[src/rtl/alu_mul_pkg.sv]
// Shared definitions for the Booth multiplier slice.
//   state_e     : FSM state encoding (IDLE / EXEC / DONE)
//   booth_sel_e : Booth digit selector produced by booth_recoder
//   CNT_W       : step counter width, large enough for WIDTH/STEPS up to 64/65
package alu_mul_pkg;

  localparam int CNT_W = 7;

  typedef enum logic [1:0] {
    IDLE = 2'b00,
    EXEC = 2'b01,
    DONE = 2'b10
  } state_e;

  typedef enum logic [2:0] {
    SEL_ZERO = 3'd0,
    SEL_POS1 = 3'd1,
    SEL_NEG1 = 3'd2,
    SEL_POS2 = 3'd3,
    SEL_NEG2 = 3'd4
  } booth_sel_e;

endpackage

[src/rtl/booth_recoder.sv]
// Combinational Booth digit selection.
//   recode_bits : {x[i+1], x[i], x[i-1]} window of the multiplier
//   mcand       : sign/zero-extended multiplicand, AW bits
//   sel         : selected digit (0, +A, -A, +2A, -2A)
//   addend      : the value to add into the accumulator's upper half
// A radix-2 window {x0, x-1} is presented as {x0, x0, x-1}; the radix-4 table
// then yields x-1 - x0, so one table serves both recodings.
module booth_recoder
  import alu_mul_pkg::*;
#(
  parameter int AW = 36
) (
  input  logic [2:0]    recode_bits,
  input  logic [AW-1:0] mcand,
  output booth_sel_e    sel,
  output logic [AW-1:0] addend
);

  // NOTE: every always_comb output gets a default before any branch so no
  // path leaves it unassigned; otherwise synthesis infers a latch.
  always_comb begin
    sel = SEL_ZERO;
    unique case (recode_bits)
      3'b001, 3'b010: sel = SEL_POS1;
      3'b011:         sel = SEL_POS2;
      3'b100:         sel = SEL_NEG2;
      3'b101, 3'b110: sel = SEL_NEG1;
      default:        sel = SEL_ZERO;
    endcase
  end

  always_comb begin
    addend = '0;
    unique case (sel)
      SEL_POS1: addend = mcand;
      SEL_NEG1: addend = -mcand;
      SEL_POS2: addend = mcand << 1;
      SEL_NEG2: addend = -(mcand << 1);
      default:  addend = '0;
    endcase
  end

endmodule

[src/rtl/alu_booth_multiplier.sv]
// Sequential Booth multiplier, signed or unsigned operands.
//   clk, reset_n   : clock, asynchronous active-low reset
//   op_start       : start request (sampled in IDLE only)
//   op_clear       : synchronous abort/clear, wins over op_start
//   op_signed      : 1 = two's complement operands, 0 = unsigned
//   multiplicand   : operand A, multiplier : operand X (latched on start)
//   result         : 2*WIDTH product register (partial value while busy)
//   op_busy/op_done: registered-state decodes of EXEC / DONE
// Build option: define BOOTH_RADIX4_EN for radix-4 modified Booth
// (WIDTH/2+1 steps); otherwise radix-2 Booth (WIDTH+1 steps).
//
// Accumulator layout: {hi[H-1:0], lo[N-1:0]} plus a separate x[-1] bit.
// lo starts as the extended multiplier and is consumed from the bottom while
// product bits shift in from hi. N = STEPS*SHIFT multiplier bits are scanned,
// which covers the extended operand exactly, so the final register holds the
// full product; its low 2*WIDTH bits are the result.
module alu_booth_multiplier
  import alu_mul_pkg::*;
#(
  parameter int WIDTH = 32
) (
  input  logic               clk,
  input  logic               reset_n,
  input  logic               op_start,
  input  logic               op_clear,
  input  logic               op_signed,
  input  logic [WIDTH-1:0]   multiplicand,
  input  logic [WIDTH-1:0]   multiplier,
  output logic [2*WIDTH-1:0] result,
  output logic               op_busy,
  output logic               op_done
);

`ifdef BOOTH_RADIX4_EN
  localparam int SHIFT = 2;
  localparam int STEPS = WIDTH / 2 + 1;
`else
  localparam int SHIFT = 1;
  localparam int STEPS = WIDTH + 1;
`endif
  // Two guard bits above the extended operand keep +/-2A partial sums in range.
  localparam int H  = WIDTH + 4;
  localparam int N  = STEPS * SHIFT;
  localparam int PW = H + N;
  localparam logic [CNT_W-1:0] LAST_STEP = CNT_W'(STEPS - 1);

  state_e             state_q, state_d;
  logic [CNT_W-1:0]   cnt_q, cnt_d;
  logic [PW-1:0]      acc_q, acc_d;
  logic               xm1_q, xm1_d;
  logic [WIDTH-1:0]   mcand_q, mcand_d;
  logic               signed_q, signed_d;

  logic [H-1:0]        a_ext;
  logic [2:0]          recode_bits;
  booth_sel_e          sel;
  logic [H-1:0]        addend;
  logic [H-1:0]        hi_sum;
  logic signed [PW-1:0] pre_shift;
  logic [PW-1:0]       stepped;

  assign a_ext = {{(H-WIDTH){signed_q & mcand_q[WIDTH-1]}}, mcand_q};

`ifdef BOOTH_RADIX4_EN
  assign recode_bits = {acc_q[1], acc_q[0], xm1_q};
`else
  assign recode_bits = {acc_q[0], acc_q[0], xm1_q};
`endif

  booth_recoder #(.AW(H)) u_recoder (
    .recode_bits (recode_bits),
    .mcand       (a_ext),
    .sel         (sel),
    .addend      (addend)
  );

  // One Booth step: add the selected digit into hi, then shift the whole
  // register right arithmetically so the sign of the partial sum is kept.
  always_comb begin
    hi_sum    = acc_q[PW-1 -: H] + addend;
    pre_shift = {hi_sum, acc_q[N-1:0]};
    stepped   = pre_shift >>> SHIFT;
  end

  always_comb begin
    state_d  = state_q;
    cnt_d    = cnt_q;
    acc_d    = acc_q;
    xm1_d    = xm1_q;
    mcand_d  = mcand_q;
    signed_d = signed_q;

    unique case (state_q)
      IDLE: begin
        if (op_start) begin
          mcand_d  = multiplicand;
          signed_d = op_signed;
          acc_d    = {{H{1'b0}},
                      {(N-WIDTH){op_signed & multiplier[WIDTH-1]}}, multiplier};
          xm1_d    = 1'b0;
          cnt_d    = '0;
          state_d  = EXEC;
        end
      end
      EXEC: begin
        acc_d = stepped;
        xm1_d = acc_q[SHIFT-1];
        cnt_d = cnt_q + 1'b1;
        if (cnt_q == LAST_STEP) state_d = DONE;
      end
      DONE: ;
      default: state_d = IDLE;
    endcase

    // Clear overrides anything decided above, including a same-cycle start.
    if (op_clear) begin
      state_d = IDLE;
      acc_d   = '0;
      xm1_d   = 1'b0;
      cnt_d   = '0;
    end
  end

  // NOTE: state registers use non-blocking assignments so every flop samples
  // the pre-edge values; blocking here would create order-dependent races.
  always_ff @(posedge clk or negedge reset_n) begin
    if (!reset_n) begin
      state_q  <= IDLE;
      cnt_q    <= '0;
      acc_q    <= '0;
      xm1_q    <= 1'b0;
      mcand_q  <= '0;
      signed_q <= 1'b0;
    end else begin
      state_q  <= state_d;
      cnt_q    <= cnt_d;
      acc_q    <= acc_d;
      xm1_q    <= xm1_d;
      mcand_q  <= mcand_d;
      signed_q <= signed_d;
    end
  end

  assign result  = acc_q[2*WIDTH-1:0];
  assign op_busy = (state_q == EXEC);
  assign op_done = (state_q == DONE);

endmodule

[config.mk]
export PLATFORM = sky130hd
export DESIGN_NAME = alu_booth_multiplier
export DESIGN_NICKNAME = d
export VERILOG_FILES = /design/src/rtl/alu_mul_pkg.sv /design/src/rtl/booth_recoder.sv /design/src/rtl/alu_booth_multiplier.sv
export SDC_FILE = /design/constraint.sdc
export NUM_CORES = 1
export LEC_CHECK = 0
export BUFFER_PORTS_ARGS = -buffer_cell sky130_fd_sc_hd__buf_2
export CORE_MARGIN = 2
export CORE_UTILIZATION = 62
export CTS_CLUSTER_DIAMETER = 120
export DETAILED_ROUTE_END_ITERATION = 7
export PLACE_DENSITY = 0.87
export SLEW_MARGIN = 15
export SYNTH_ARGS = -nofsm -noshare
export SYNTH_HDL_FRONTEND = slang
export SYNTH_SLANG_ARGS = --single-unit
[constraint.sdc]
create_clock -name clk -period 8.6 [get_ports clk]
set_input_delay 0.43 -clock clk [delete_from_list [all_inputs] [get_ports clk]]
set_output_delay 0.43 -clock clk [all_outputs]
set_load 0.1 [all_outputs]
==> run metrics <==
drc violations 0; via density per instance 6.09; Yosys Warn Count 0; largest cells by area after synthesis dfrtp_1 (34%), ha_1 (6.2%), buf_4 (5.9%), nand2_1 (5.2%), mux2_2 (4.2%); worst slew pin tran 1020 ps; RR Startpoint mcand_q[4]; pre-CTS WS 3680 ps; final core utilization 67.2%; Syn Area/Cell 8.86 um^2; Wirelength per Cell 17.3 um; critical path class flop to flop; DRT Wirelength 19900 um; Max-cap violations 0; setup bufs post-CTS 0; Worst-path clk slew 80 ps; first-pass GRT wire length 33100 um; max_slew headroom 31.0%; largest net degree at the start of global routing 72; Synth cell types 65; clock skew 17.2 ps; Clock Latency Late Sink 370 ps; crit end category flop; H-tree Lvls 3; Design Power 1.39 mW; fin crit period 5030 ps; initial antenna violation count 0; crit start category flop; Post-Syn Area 0.00826 mm^2; Fin Setup TNS 0 ps; final hold violations 0; ant diodes 0; pwr/cell area 157 mW/mm^2; unrepaired setup endpoints after global routing no; CP required 8860 ps; share of the synthesized area in the top cell type 33.6%; IO Port Bufs 134; total grt overflow 0; fillers 1047; Final Worst Setup Slack 3570 ps; Max Root-Sink Buffers 2; hpwl dp 13900 um; commonest cells in the netlist nand2_1 (115), dfrtp_1 (111), buf_4 (65); DRT antenna net count 0; all-layer global routing usage 28.5%; vias in the first global route 6769; CP Data Arrival Time 5290 ps; clk root buf clkbuf_16; final setup violating endpoints 0; Final Max Tran Viols 0; syn nets 1044; Worst IR Drop VDD 111 uV; die width 119 um; die area 0.0143 mm^2; Syn Inst Count 933; leakage 4.08 nW; hold-fix buffers at CTS 0; sequential area share after synthesis 33.6%; number of buffers created by CTS 9; row cnt 42; leading area contributor after synthesis dfrtp_1; Yosys reg bits 111; IO Pins 135; Detailed Routing Iterations Pass 1 8; chip height 119 um; area grow syn2layout 6.84%; # nets final 1081; Final period util 58.5%; Vias 7010; share of layout cells above drive strength 1 21.0%; global placement routability congestion 0.941; count leader, synth nand2_1; initial core utilization 62.9%; Critical path origin mcand_q[4]; drt first-iter violations 724; core region area 0.0131 mm^2; CTS Sinks 111; max frequency 199 MHz; Final Hold Slack 90.7 ps; Async S/R FF share, synth 100%; Hold Crit Class input pin to async pin; dominant synthesized flop cell dfrtp_1; CP Max Fanout 7; # resized after CTS 0; number of synthesized flops with an enable pin 0; outcome complete, no violations; CTS tree built
==> path summary, 6_finish.rpt <==
kind,endpoint,slack [ps],depth (start not counted)
worst max-delay path,acc_q[67],3570,16
worst min-delay path,acc_q[19],90,1
worst max register to register,acc_q[67],3570,16
worst min register to register,acc_q[12],500,2
max in group asynchronous,acc_q[46],7260,2
min in group clk,mcand_q[0],280,3
==> cell families after synthesis <==
group	share of synthesized area [%]
buffers and inverters	9.10
DFF	33.6
xor gates and xnor gates	5.72
and+or+nand+nor	15.9
AOI/OAI and AO/OA	20.9
adders and majority gates	6.45
muxes	8.34
==> power breakdown <==
| part | switching (mW) | internal (mW) |
|---|---|---|
| Clock | 0.215 | 0.203 |
| Sequential | 0.0615 | 0.561 |
| Combinational | 0.237 | 0.111 |
==> cells in the final DEF (no fill, tap or decap), drive strengths merged, types with 4 or more instances in the layout <==
master	instances
o311ai	4
nor2	62
mux2i	34
nand2	115
nand3	13
nand2b	7
buf	142
xor2	21
or4	6
clkbuf	9
nor2b	9
a22oi	24
a31oi	6
o21bai	8
a21o	41
or3	7
ha	41
a32oi	6
nor3b	5
o31ai	37
a21oi	39
xnor2	33
o21ai	63
dfrtp	111
mux2	31
nor4	6
inv	20
and3	5
nand4	8
nor3	16
==> worst max-delay path, stage by stage (launching register included) <==
cell,delay [ps]
dfrtp_1,470
or4_4,580
nor3b_1,430
nand2_1,210
or3_1,370
xor2_1,150
a22oi_1,180
nor2_1,60
ha_1,420
a21oi_1,120
o21ai_0,260
nor2_1,70
a31o_2,290
a2111oi_0,660
o31ai_1,190
and2_0,170
a221o_1,310
==> metal layers <==
metal / share of wire [%] / wire, um / vias up / GRT usage [%]
li1: - / - / 3391 / -
met1: 44 / 8680 / 3321 / 38.9
met2: 47 / 9300 / 263 / 46.7
met3: 7.2 / 1430 / 35 / 5.32
met4: 2.3 / 466 / 0 / 7.87
met5: 0 / 0 / - / 0
==> per-stage QoR <==
stage / instance area, um^2 / std cells
3_5_place_dp: 8540 / 1135
3_3_place_gp: 8540 / 1135
2_1_floorplan: 8260 / 933
6_report: 8830 / 1151
4_1_cts: 8830 / 1151
5_1_grt: 8830 / 1151
==> sequential cells by signal (all words and copies together), names as in the netlist <==
name	cells
xm1_q	1
cnt_q	7
acc_q	68
mcand_q	32
signed_q	1
state_q	2
==> final cells by class <==
| cell class | count | area (um^2) | area share [%] |
|---|---|---|---|
| clock buffers | 9 | 225 | 2.55 |
| clock inverters | 7 | 62.6 | 0.709 |
| inverters | 17 | 63.8 | 0.723 |
| multi-input cells | 689 | 4750 | 53.8 |
| flip-flops and latches | 111 | 2780 | 31.5 |
| well taps | 176 | 220 | 2.49 |
| repair buffers | 142 | 733 | 8.30 |
Power figures use the tool's default switching activity.
